<file path="src/rtl/instr_fetch_unit.sv">
// -----------------------------------------------------------------------------
// instr_fetch_unit
//
// Fetch stage and program counter for the multi-cycle core. Each accepted
// fetch request produces one instruction-memory read at the current PC. The
// returned word is latched into the instruction register (IR), and a one-cycle
// completion pulse goes back to the controller. The PC is updated on its own
// strobe and does not depend on the fetch FSM.
//
// Parameters
//   ADDR_W    PC / memory address width
//   INSTR_W   instruction width (field layout fixed for 16-bit words)
//   RESET_PC  PC value after reset
//
// Ports
//   clk            clock, rising edge
//   rst            synchronous active-high reset
//   fetch_start    one-cycle fetch request from the controller
//   pc_en          one-cycle PC update strobe
//   pc_ctrl        PC update select: 00 hold, 01 +1, 10 +sext(imm), 11 zext(imm)
//   mem_addr       registered read address (holds until next accepted fetch)
//   mem_req        one-cycle read request
//   mem_rdata      read data, valid with mem_rvalid
//   mem_rvalid     read data valid (only honoured while waiting for data)
//   done           one-cycle pulse: IR has been loaded
//   busy           high from fetch acceptance until done
//   opcode/rd/rs/imm  direct slices of IR: [15:12] [11:10] [9:8] [7:0]
//   pc             current program counter
//   fetch_overrun  sticky: a fetch request arrived while busy
// -----------------------------------------------------------------------------
module instr_fetch_unit #(
    parameter int unsigned       ADDR_W   = 8,
    parameter int unsigned       INSTR_W  = 16,
    parameter logic [ADDR_W-1:0] RESET_PC = '0
) (
    input  logic               clk,
    input  logic               rst,
    input  logic               fetch_start,
    input  logic               pc_en,
    input  logic [1:0]         pc_ctrl,
    output logic [ADDR_W-1:0]  mem_addr,
    output logic               mem_req,
    input  logic [INSTR_W-1:0] mem_rdata,
    input  logic               mem_rvalid,
    output logic               done,
    output logic               busy,
    output logic [3:0]         opcode,
    output logic [1:0]         rd,
    output logic [1:0]         rs,
    output logic [7:0]         imm,
    output logic [ADDR_W-1:0]  pc,
    output logic               fetch_overrun
);

    typedef enum logic [1:0] {
        IDLE = 2'd0,
        REQ  = 2'd1,
        WAIT = 2'd2,
        DONE = 2'd3
    } state_e;

    typedef enum logic [1:0] {
        PC_HOLD = 2'b00,
        PC_INC  = 2'b01,
        PC_REL  = 2'b10,
        PC_ABS  = 2'b11
    } pc_sel_e;

    state_e              state_q;
    logic [ADDR_W-1:0]   mem_addr_q;
    logic                mem_req_q;
    logic                done_q;
    logic                overrun_q;
    logic [INSTR_W-1:0]  ir_q;
    logic [ADDR_W-1:0]   pc_q;
    logic [ADDR_W-1:0]   pc_d;

    logic [ADDR_W-1:0]   imm_sext;
    logic [ADDR_W-1:0]   imm_zext;

    // -------------------------------------------------------------------------
    // Immediate extension to the address width. The immediate is always 8 bits
    // wide, so narrower address widths simply truncate it.
    // -------------------------------------------------------------------------
    if (ADDR_W > 8) begin : g_ext_wide
        assign imm_sext = {{(ADDR_W-8){ir_q[7]}}, ir_q[7:0]};
        assign imm_zext = {{(ADDR_W-8){1'b0}},    ir_q[7:0]};
    end else begin : g_ext_narrow
        assign imm_sext = ir_q[ADDR_W-1:0];
        assign imm_zext = ir_q[ADDR_W-1:0];
    end

    // -------------------------------------------------------------------------
    // PC next-state. Uses the IR as it stands before this edge, so a PC update
    // in the same cycle as an IR load still sees the previous immediate.
    // -------------------------------------------------------------------------
    always_comb begin
        // NOTE: default assignment first so every path drives pc_d; without it
        // a missing case arm would infer a latch.
        pc_d = pc_q;
        if (pc_en) begin
            unique case (pc_sel_e'(pc_ctrl))
                PC_HOLD: pc_d = pc_q;
                PC_INC:  pc_d = pc_q + ADDR_W'(1);
                PC_REL:  pc_d = pc_q + imm_sext;   // wraps modulo 2^ADDR_W
                PC_ABS:  pc_d = imm_zext;
            endcase
        end
    end

    always_ff @(posedge clk) begin
        // NOTE: sequential state uses non-blocking assignments so every register
        // samples pre-edge values, independent of statement order.
        if (rst) begin
            pc_q <= RESET_PC;
        end else begin
            pc_q <= pc_d;
        end
    end

    // -------------------------------------------------------------------------
    // Fetch FSM with registered outputs. mem_req and done are set on the edge
    // that enters REQ / DONE and cleared on the edge that leaves, so each is a
    // single-cycle pulse aligned with its state.
    // -------------------------------------------------------------------------
    always_ff @(posedge clk) begin
        if (rst) begin
            state_q    <= IDLE;
            mem_addr_q <= '0;
            mem_req_q  <= 1'b0;
            done_q     <= 1'b0;
            overrun_q  <= 1'b0;
            ir_q       <= '0;
        end else begin
            // Any request while a fetch is in flight is dropped and flagged.
            if (fetch_start && (state_q != IDLE)) begin
                overrun_q <= 1'b1;
            end

            unique case (state_q)
                IDLE: begin
                    done_q <= 1'b0;
                    if (fetch_start) begin
                        // Pre-update PC: a simultaneous pc_en moves pc_q at this
                        // same edge, but the read targets the old value.
                        mem_addr_q <= pc_q;
                        mem_req_q  <= 1'b1;
                        state_q    <= REQ;
                    end
                end
                REQ: begin
                    mem_req_q <= 1'b0;
                    state_q   <= WAIT;
                end
                WAIT: begin
                    // Data is only accepted here, so a response arriving in the
                    // same cycle as mem_req (still in REQ) is discarded.
                    if (mem_rvalid) begin
                        ir_q    <= mem_rdata;
                        done_q  <= 1'b1;
                        state_q <= DONE;
                    end
                end
                DONE: begin
                    done_q  <= 1'b0;
                    state_q <= IDLE;
                end
            endcase
        end
    end

    // -------------------------------------------------------------------------
    // Outputs: all registered or decoded straight from registers.
    // -------------------------------------------------------------------------
    assign mem_addr      = mem_addr_q;
    assign mem_req       = mem_req_q;
    assign done          = done_q;
    assign busy          = (state_q != IDLE);
    assign fetch_overrun = overrun_q;
    assign pc            = pc_q;

    assign opcode = ir_q[15:12];
    assign rd     = ir_q[11:10];
    assign rs     = ir_q[9:8];
    assign imm    = ir_q[7:0];

endmodule

</file>
<file path="config.mk">
export PLATFORM = sky130hd
export DESIGN_NAME = instr_fetch_unit
export DESIGN_NICKNAME = d
export VERILOG_FILES = /design/src/rtl/instr_fetch_unit.sv
export SDC_FILE = /design/constraint.sdc
export NUM_CORES = 1
export LEC_CHECK = 0
export BUFFER_PORTS_ARGS = -buffer_cell sky130_fd_sc_hd__buf_2
export CAP_MARGIN = 20
export CORE_MARGIN = 1.5
export CORE_UTILIZATION = 45
export DETAILED_ROUTE_END_ITERATION = 12
export GPL_ROUTABILITY_DRIVEN = 0
export HOLD_SLACK_MARGIN = 0.08
export PLACE_DENSITY = 0.72
export SYNTH_ARGS = -nofsm -noshare
export SYNTH_HDL_FRONTEND = slang
export SYNTH_SLANG_ARGS = --single-unit
</file>
<file path="constraint.sdc">
create_clock -name clk -period 2.6 [get_ports clk]
set_input_delay 0.13 -clock clk [delete_from_list [all_inputs] [get_ports clk]]
set_output_delay 0.13 -clock clk [all_outputs]
set_load 0.01 [all_outputs]
</file>
==> impl_metrics.json, run 1 <==
{
  "nets": 333,
  "hpwl_um": 3050,
  "tightest_slew_ns": 0.672,
  "critPathLaunch": "ir_q[0]",
  "critPathKind": "flop to flop",
  "dr.first_iter.drc_count": 117,
  "synth_fa_ha_area_share_pct": 7.86,
  "ir_drop_v": 0.000612,
  "critical_path.startpoint_type": "flop",
  "synth_edf_count": 0,
  "die_h_um": 67.0,
  "grt_max_degree": 38,
  "seqPwrFrac_pct": 45.5,
  "slew_violations": 0,
  "clock.fmax_ghz": 0.489,
  "antenna_cells": 0,
  "dpl_cell_area_um2": 2140,
  "core-area_um2": 3970,
  "r2r_start": "ir_q[0]",
  "postCtsResizedCells": 0,
  "ant_nets": 0,
  "hold_path_startpoint": "mem_rdata[2]",
  "placementRows": 23,
  "synth_top_family_by_area": "simple AND/OR/NAND/NOR gates",
  "place_inst": 334,
  "cts_buffer_depth": 2,
  "fin_setup_tns_ns": 0,
  "finalWirelength_um": 4470,
  "worst_setup_path_end_kind": "flop",
  "busiest_layer": "met2",
  "finalSetupViolCount": 0,
  "syn_area_um2": 1850,
  "worst_slack_ns": 0.554,
  "h-tree-depth": 2,
  "async_flop_share_pct": 0,
  "seq_area_frac_synth_pct": 40.1,
  "finish.instance_area_um2": 2300,
  "met2_usage_pct": 35.4,
  "timing_hold_violations_final": 0,
  "timing.hold.ws_ns": 0.0838,
  "drt-wirelength-per-cell_um": 12.8,
  "power_frac_clock_pct": 27.3,
  "status": "completed",
  "initial_core_util_pct": 46.5,
  "ys_ff_latch": 37,
  "worstPathMaxFanout": 4,
  "cts_sinks": 37,
  "slew_headroom_pct": 55.2,
  "min_period_ns": 2.05,
  "viasPerCell": 5.21,
  "clk_latency_ns": 0.28,
  "grt_pass1_vias": 1632,
  "p_sw_mw": 0.480,
  "power_density_nw_per_um2": 639,
  "p_leak_nw": 1.02,
  "synth-main-ff-cell": "dfxtp_1",
  "numCtsBuffers": 5,
  "power.internal_mw": 0.993,
  "finalPower_mw": 1.47,
  "drv_cap": 0,
  "use_met3_pct": 5.91,
  "yosys.area_share.simple_pct": 26.5,
  "synth-compound-area-share_pct": 19.3,
  "min-delay-path-class": "input port to flop",
  "die_area_um2": 4490,
  "clk_pin_slew_ns": 0.07,
  "required_ns": 2.75,
  "cts_root_buf": "clkbuf_8",
  "synth_cell_types": 39,
  "power_frac_comb_pct": 27.2,
  "clock_skew_ns": 0.00253,
  "muxShareOfSynthArea_pct": 1.08,
  "final_core_util_pct": 58.0,
  "grt_pass1_wl_um": 7530,
  "syn-num-nets": 272,
  "antenna_found_initial": 0,
  "synth.avg_cell_area_um2": 7.75,
  "dieWidth_um": 67.0,
  "final_cells": 349,
  "sw_frac_of_total_pct": 32.6,
  "syn_inst": 238,
  "synth_xor_area_share_pct": 0.475,
  "vias": 1819,
  "rsz0062_at_grt": "no",
  "grt_usage_pct": 21.9,
  "drcViolationCount": 0,
  "grtUsageMet1_pct": 27.5,
  "port_buffers": 58,
  "pin_count": 59,
  "drive_gt1_share_pct": 23.1,
  "finalCritPeriodShare_pct": 78.7,
  "yosys_warnings": 0,
  "fill_cells": 391,
  "grt.overflow.total": 0,
  "dpl_worst_slack_ns": 0.402,
  "critical_path_arrival_ns": 2.19,
  "cts_tree": "built",
  "drtPass1Iterations": 4,
  "syn_to_final_growth_pct": 24.9
}
==> cells in the final DEF (no fill, tap or decap) <==
cell type / n
buf_2: 58
nand2_1: 57
dfxtp_1: 37
a21oi_1: 32
nor2_1: 17
nand3_1: 10
ha_1: 10
dlygate4sd3_1: 8
inv_1: 7
and2_1: 7
nor3_1: 6
clkbuf_8: 6
o21ai_0: 5
o21ai_1: 4
a311oi_1: 3
o211ai_1: 3
a211oi_1: 3
nor2b_1: 2
mux2i_1: 2
or4_1: 2
or3_1: 2
and2b_1: 1
nand2b_1: 1
o21a_2: 1
xnor2_1: 1
o21ai_2: 1
a211o_1: 1
a41oi_1: 1
a211oi_2: 1
a32oi_1: 1
o21a_1: 1
a21o_1: 1
o31ai_1: 1
nand4_1: 1
nand2_2: 1
nor4_1: 1
nor4b_2: 1
fa_1: 1
clkbuf_1: 1
==> cell usage after synthesis, types with 3 or more instances <==
master    instances  area share [%]
clkbuf_1          7             1.4
nor3_1            6             1.6
and2_1            7             2.4
ha_1             10             6.8
a21oi_1          32             8.7
inv_1             7             1.4
o21ai_1           4             1.1
nand3_1          10             2.7
a311oi_1          3             1.4
nor2_1           17             3.5
dfxtp_1          37              40
o211ai_1          3             1.2
a211oi_1          3             1.2
buf_2             3            0.81
nand2_1          57              12
o21ai_0           5             1.4
==> final timing paths <==
| check | endpoint | cells past startpoint | slack [ns] |
|---|---|---|---|
| worst max-delay path | pc[6] | 9 | 0.55 |
| worst min-delay path | ir_q[2] | 3 | 0.08 |
| worst max register to register | pc[6] | 9 | 0.55 |
| worst min register to register | mem_addr[1] | 2 | 0.45 |
==> registers in the layout, indices dropped and copies added (netlist names) <==
name and flops:
done 1, fetch_overrun 1, ir_q 16, mem_addr 8, mem_req 1, pc 8
state_q 2
==> power groups by stage <==
| stage | clock network (mW) | registers [mW] | logic, mW |
|---|---|---|---|
| after floorplan | 0 | 0.697 | 0.253 |
| final | 0.403 | 0.670 | 0.400 |
| after detailed placement | 0 | 0.683 | 0.390 |
| after global placement | 0 | 0.682 | 0.384 |
| after CTS | 0.411 | 0.670 | 0.401 |
| after global routing | 0.439 | 0.678 | 0.459 |
==> critical path, cell delays in order, from the launching register on <==
cell	delay (ns)
dfxtp_1	0.37
nand2b_1	0.12
ha_1	0.20
inv_1	0.07
fa_1	0.40
nor2b_1	0.18
o21ai_0	0.12
a211o_1	0.28
o211ai_1	0.11
nor3_1	0.06
==> what timing repair did <==
action	CTS	global route
hold endpoints to repair	8	0
setup buffers	0	0
hold buffers	8	0
==> final cells by class <==
class                   count  area, µm²  area share (%)
flip-flops and latches     37        741            32.1
well taps                  50       62.6            2.71
repair buffers             66        370            16.1
inverters                   7       26.3            1.14
clock buffers               7       86.3            3.75
multi-input cells         182       1020            44.2
==> routing by layer <==
metal / vias to the layer above / wire, µm
li1: 934 / -
met1: 834 / 2080
met2: 44 / 2090
met3: 7 / 227
met4: 0 / 76
met5: - / 0
==> cell families after synthesis <==
logic type / Yosys count
DFF: 37
adders and majority gates: 11
muxes: 2
and+or+nand+nor: 109
buffers and inverters: 19
xor gates and xnor gates: 1
AOI/OAI and AO/OA: 59
Note: power is estimated with default switching activity, not from simulation.
==> run 2: changes to the inputs <==
PLACE_DENSITY = 0.75   (was 0.72)
clock period = 1.7 ns   (was 2.6 ns; I/O delays follow)
==> run 2 against run 1 <==
Compared with the run above: the run now ends with setup timing left; clock power rose by 99%; register-to-register slack got worse by 0.64 ns; maximum frequency rose by 15%; critical endpoint is now pc[4]; largest cell class unchanged.
==> impl_metrics.json, run 2 (same netlist as run 1, synthesis figures left out) <==
{
  "die_h_um": 67.0,
  "critical_path_arrival_ns": 1.99,
  "worst_slack_ns": -0.0842,
  "finalSetupViolCount": 3,
  "dieWidth_um": 67.0,
  "postCtsSetupRepairBufs": 0,
  "drtPass1Iterations": 4,
  "nets": 374,
  "final_cell_mix": "buf_2 (58), nand2_1 (56), dfxtp_1 (35), buf_4 (33), a21oi_1 (31)",
  "clk_latency_ns": 0.29,
  "slowest_stage": "fa_2",
  "rsz0062_at_grt": "yes",
  "slowest_delay_ns": 0.35,
  "final-seq-area_um2": 746,
  "syn_to_final_growth_pct": 49.8,
  "clock_skew_ns": 0.00368,
  "worst_setup_path_end_kind": "flop",
  "grt_pass1_vias": 1811,
  "slew_violations": 0,
  "critPathKind": "flop to flop",
  "viasPerCell": 5.20,
  "fin_setup_tns_ns": -0.208,
  "cts_root_buf": "clkbuf_8",
  "p_leak_nw": 1.24,
  "vias": 2033,
  "drive_gt1_share_pct": 36.1,
  "antenna_cells": 0,
  "cts_sinks": 37,
  "grt_usage_pct": 24.9,
  "grt_pass1_wl_um": 8380,
  "dpl_cell_area_um2": 2440,
  "finalWirelength_um": 5320,
  "dr.first_iter.drc_count": 116,
  "cts_buffer_depth": 2,
  "finalCritPeriodShare_pct": 105,
  "ant_nets": 0,
  "status": "finished, violations left",
  "multiInputGateArea_um2": 1110,
  "worstPathMaxFanout": 3,
  "clk_pin_slew_ns": 0.07,
  "path_depth": 9,
  "clock.fmax_ghz": 0.560,
  "largest_register_ffs": 16,
  "h-tree-depth": 2,
  "drv_cap": 0,
  "initial_core_util_pct": 46.5,
  "required_ns": 1.90,
  "drt-wirelength-per-cell_um": 13.6,
  "core-area_um2": 3970,
  "final_cells": 391,
  "dpl_worst_slack_ns": -0.254,
  "reg2reg_depth": 9,
  "port_buffers": 58,
  "cts_tree": "built",
  "top_register": "ir_q",
  "min_period_ns": 1.78,
  "finish.instance_area_um2": 2770,
  "hpwl_um": 3520,
  "grt_max_degree": 37,
  "final_core_util_pct": 69.6,
  "critPathTopFamily": "adder cells",
  "ir_drop_v": 0.000608,
  "path_buf_inv": 1,
  "critical_path.startpoint_type": "flop",
  "tightest_slew_ns": 0.561,
  "power_density_nw_per_um2": 932,
  "pin_count": 59,
  "grt.overflow.total": 0,
  "layout_commonest_cell": "buf_2",
  "numCtsBuffers": 5,
  "timing_hold_violations_final": 0,
  "path_cells": "nand2b_4 -> ha_4 -> inv_2 -> fa_2 -> nor2b_2 -> o21a_1 -> or3_1 -> nand3_1 -> a311oi_1",
  "min-delay-path-class": "input port to flop",
  "fill_cells": 310,
  "die_area_um2": 4490,
  "place_inst": 367,
  "hold_depth": 3,
  "placementRows": 23,
  "slew_headroom_pct": 62.6,
  "drcViolationCount": 0,
  "antenna_found_initial": 0,
  "violations": "setup timing"
}
[run 2: changes by cell type in the layout (fill, tap and decap cells not counted), moves of 2 or more]
cell / previous run / this run
o21ai_0: 5 / 3
inv_1: 7 / 5
ha_1: 10 / 6
buf_4: 0 / 33
dfxtp_1: 37 / 35
inv_2: 0 / 2
ha_4: 0 / 4
o21ai_2: 1 / 3
dlygate4sd3_1: 8 / 16
[run 2: per-layer routing]
layer / wire length (µm) / global-route usage (%)
met4: 81 / 8.93
met3: 298 / 6.25
met2: 2680 / 42.5
met5: 0 / 0
met1: 2260 / 30.0
[run 2: metrics by stage]
step	power, mW	hold slack [ns]
final	2.58	0.0910
after global routing	2.72	0.104
after CTS	2.57	0.0924
after detailed placement	1.74	0.327
after global placement	1.72	0.326
after floorplan	1.47	0.211
[run 2: cell type report]
cell class | instances | share of cell area, %
multi-input cells | 182 | 40.2
flip-flops and latches | 37 | 27.0
repair buffers | 107 | 25.2
clock buffers | 6 | 2.99
well taps | 50 | 2.26
clock inverters | 2 | 1.36
inverters | 7 | 0.950
[run 2: path summary, 6_finish.rpt]
check / startpoint / slack (ns) / endpoint
setup / recovery: ir_q[0] / -0.08 / pc[4]
hold / removal: rst / 0.09 / pc[7]
setup reg to reg: ir_q[0] / -0.08 / pc[4]
hold reg to reg: mem_addr[3] / 0.45 / mem_addr[3]
[run 2: where the power goes]
part / internal [mW] / total, mW / switching [mW]
Sequential: 0.957 / 1.02 / 0.0587
Combinational: 0.337 / 0.759 / 0.422
Clock: 0.477 / 0.803 / 0.326
[run 2: what timing repair did]
item / 4_1_cts / 5_1_grt
pin swaps: 2 / 5
gates resized for setup: 2 / 7
hold buffers: 16 / 0
endpoints found under the setup margin: 4 / 5
hold endpoints to repair: 16 / 0
[run 2: worst min-delay path, stage by stage]
cell	delay [ns]
buf_2	0.09
or3_1	0.12
nor4b_2	0.05
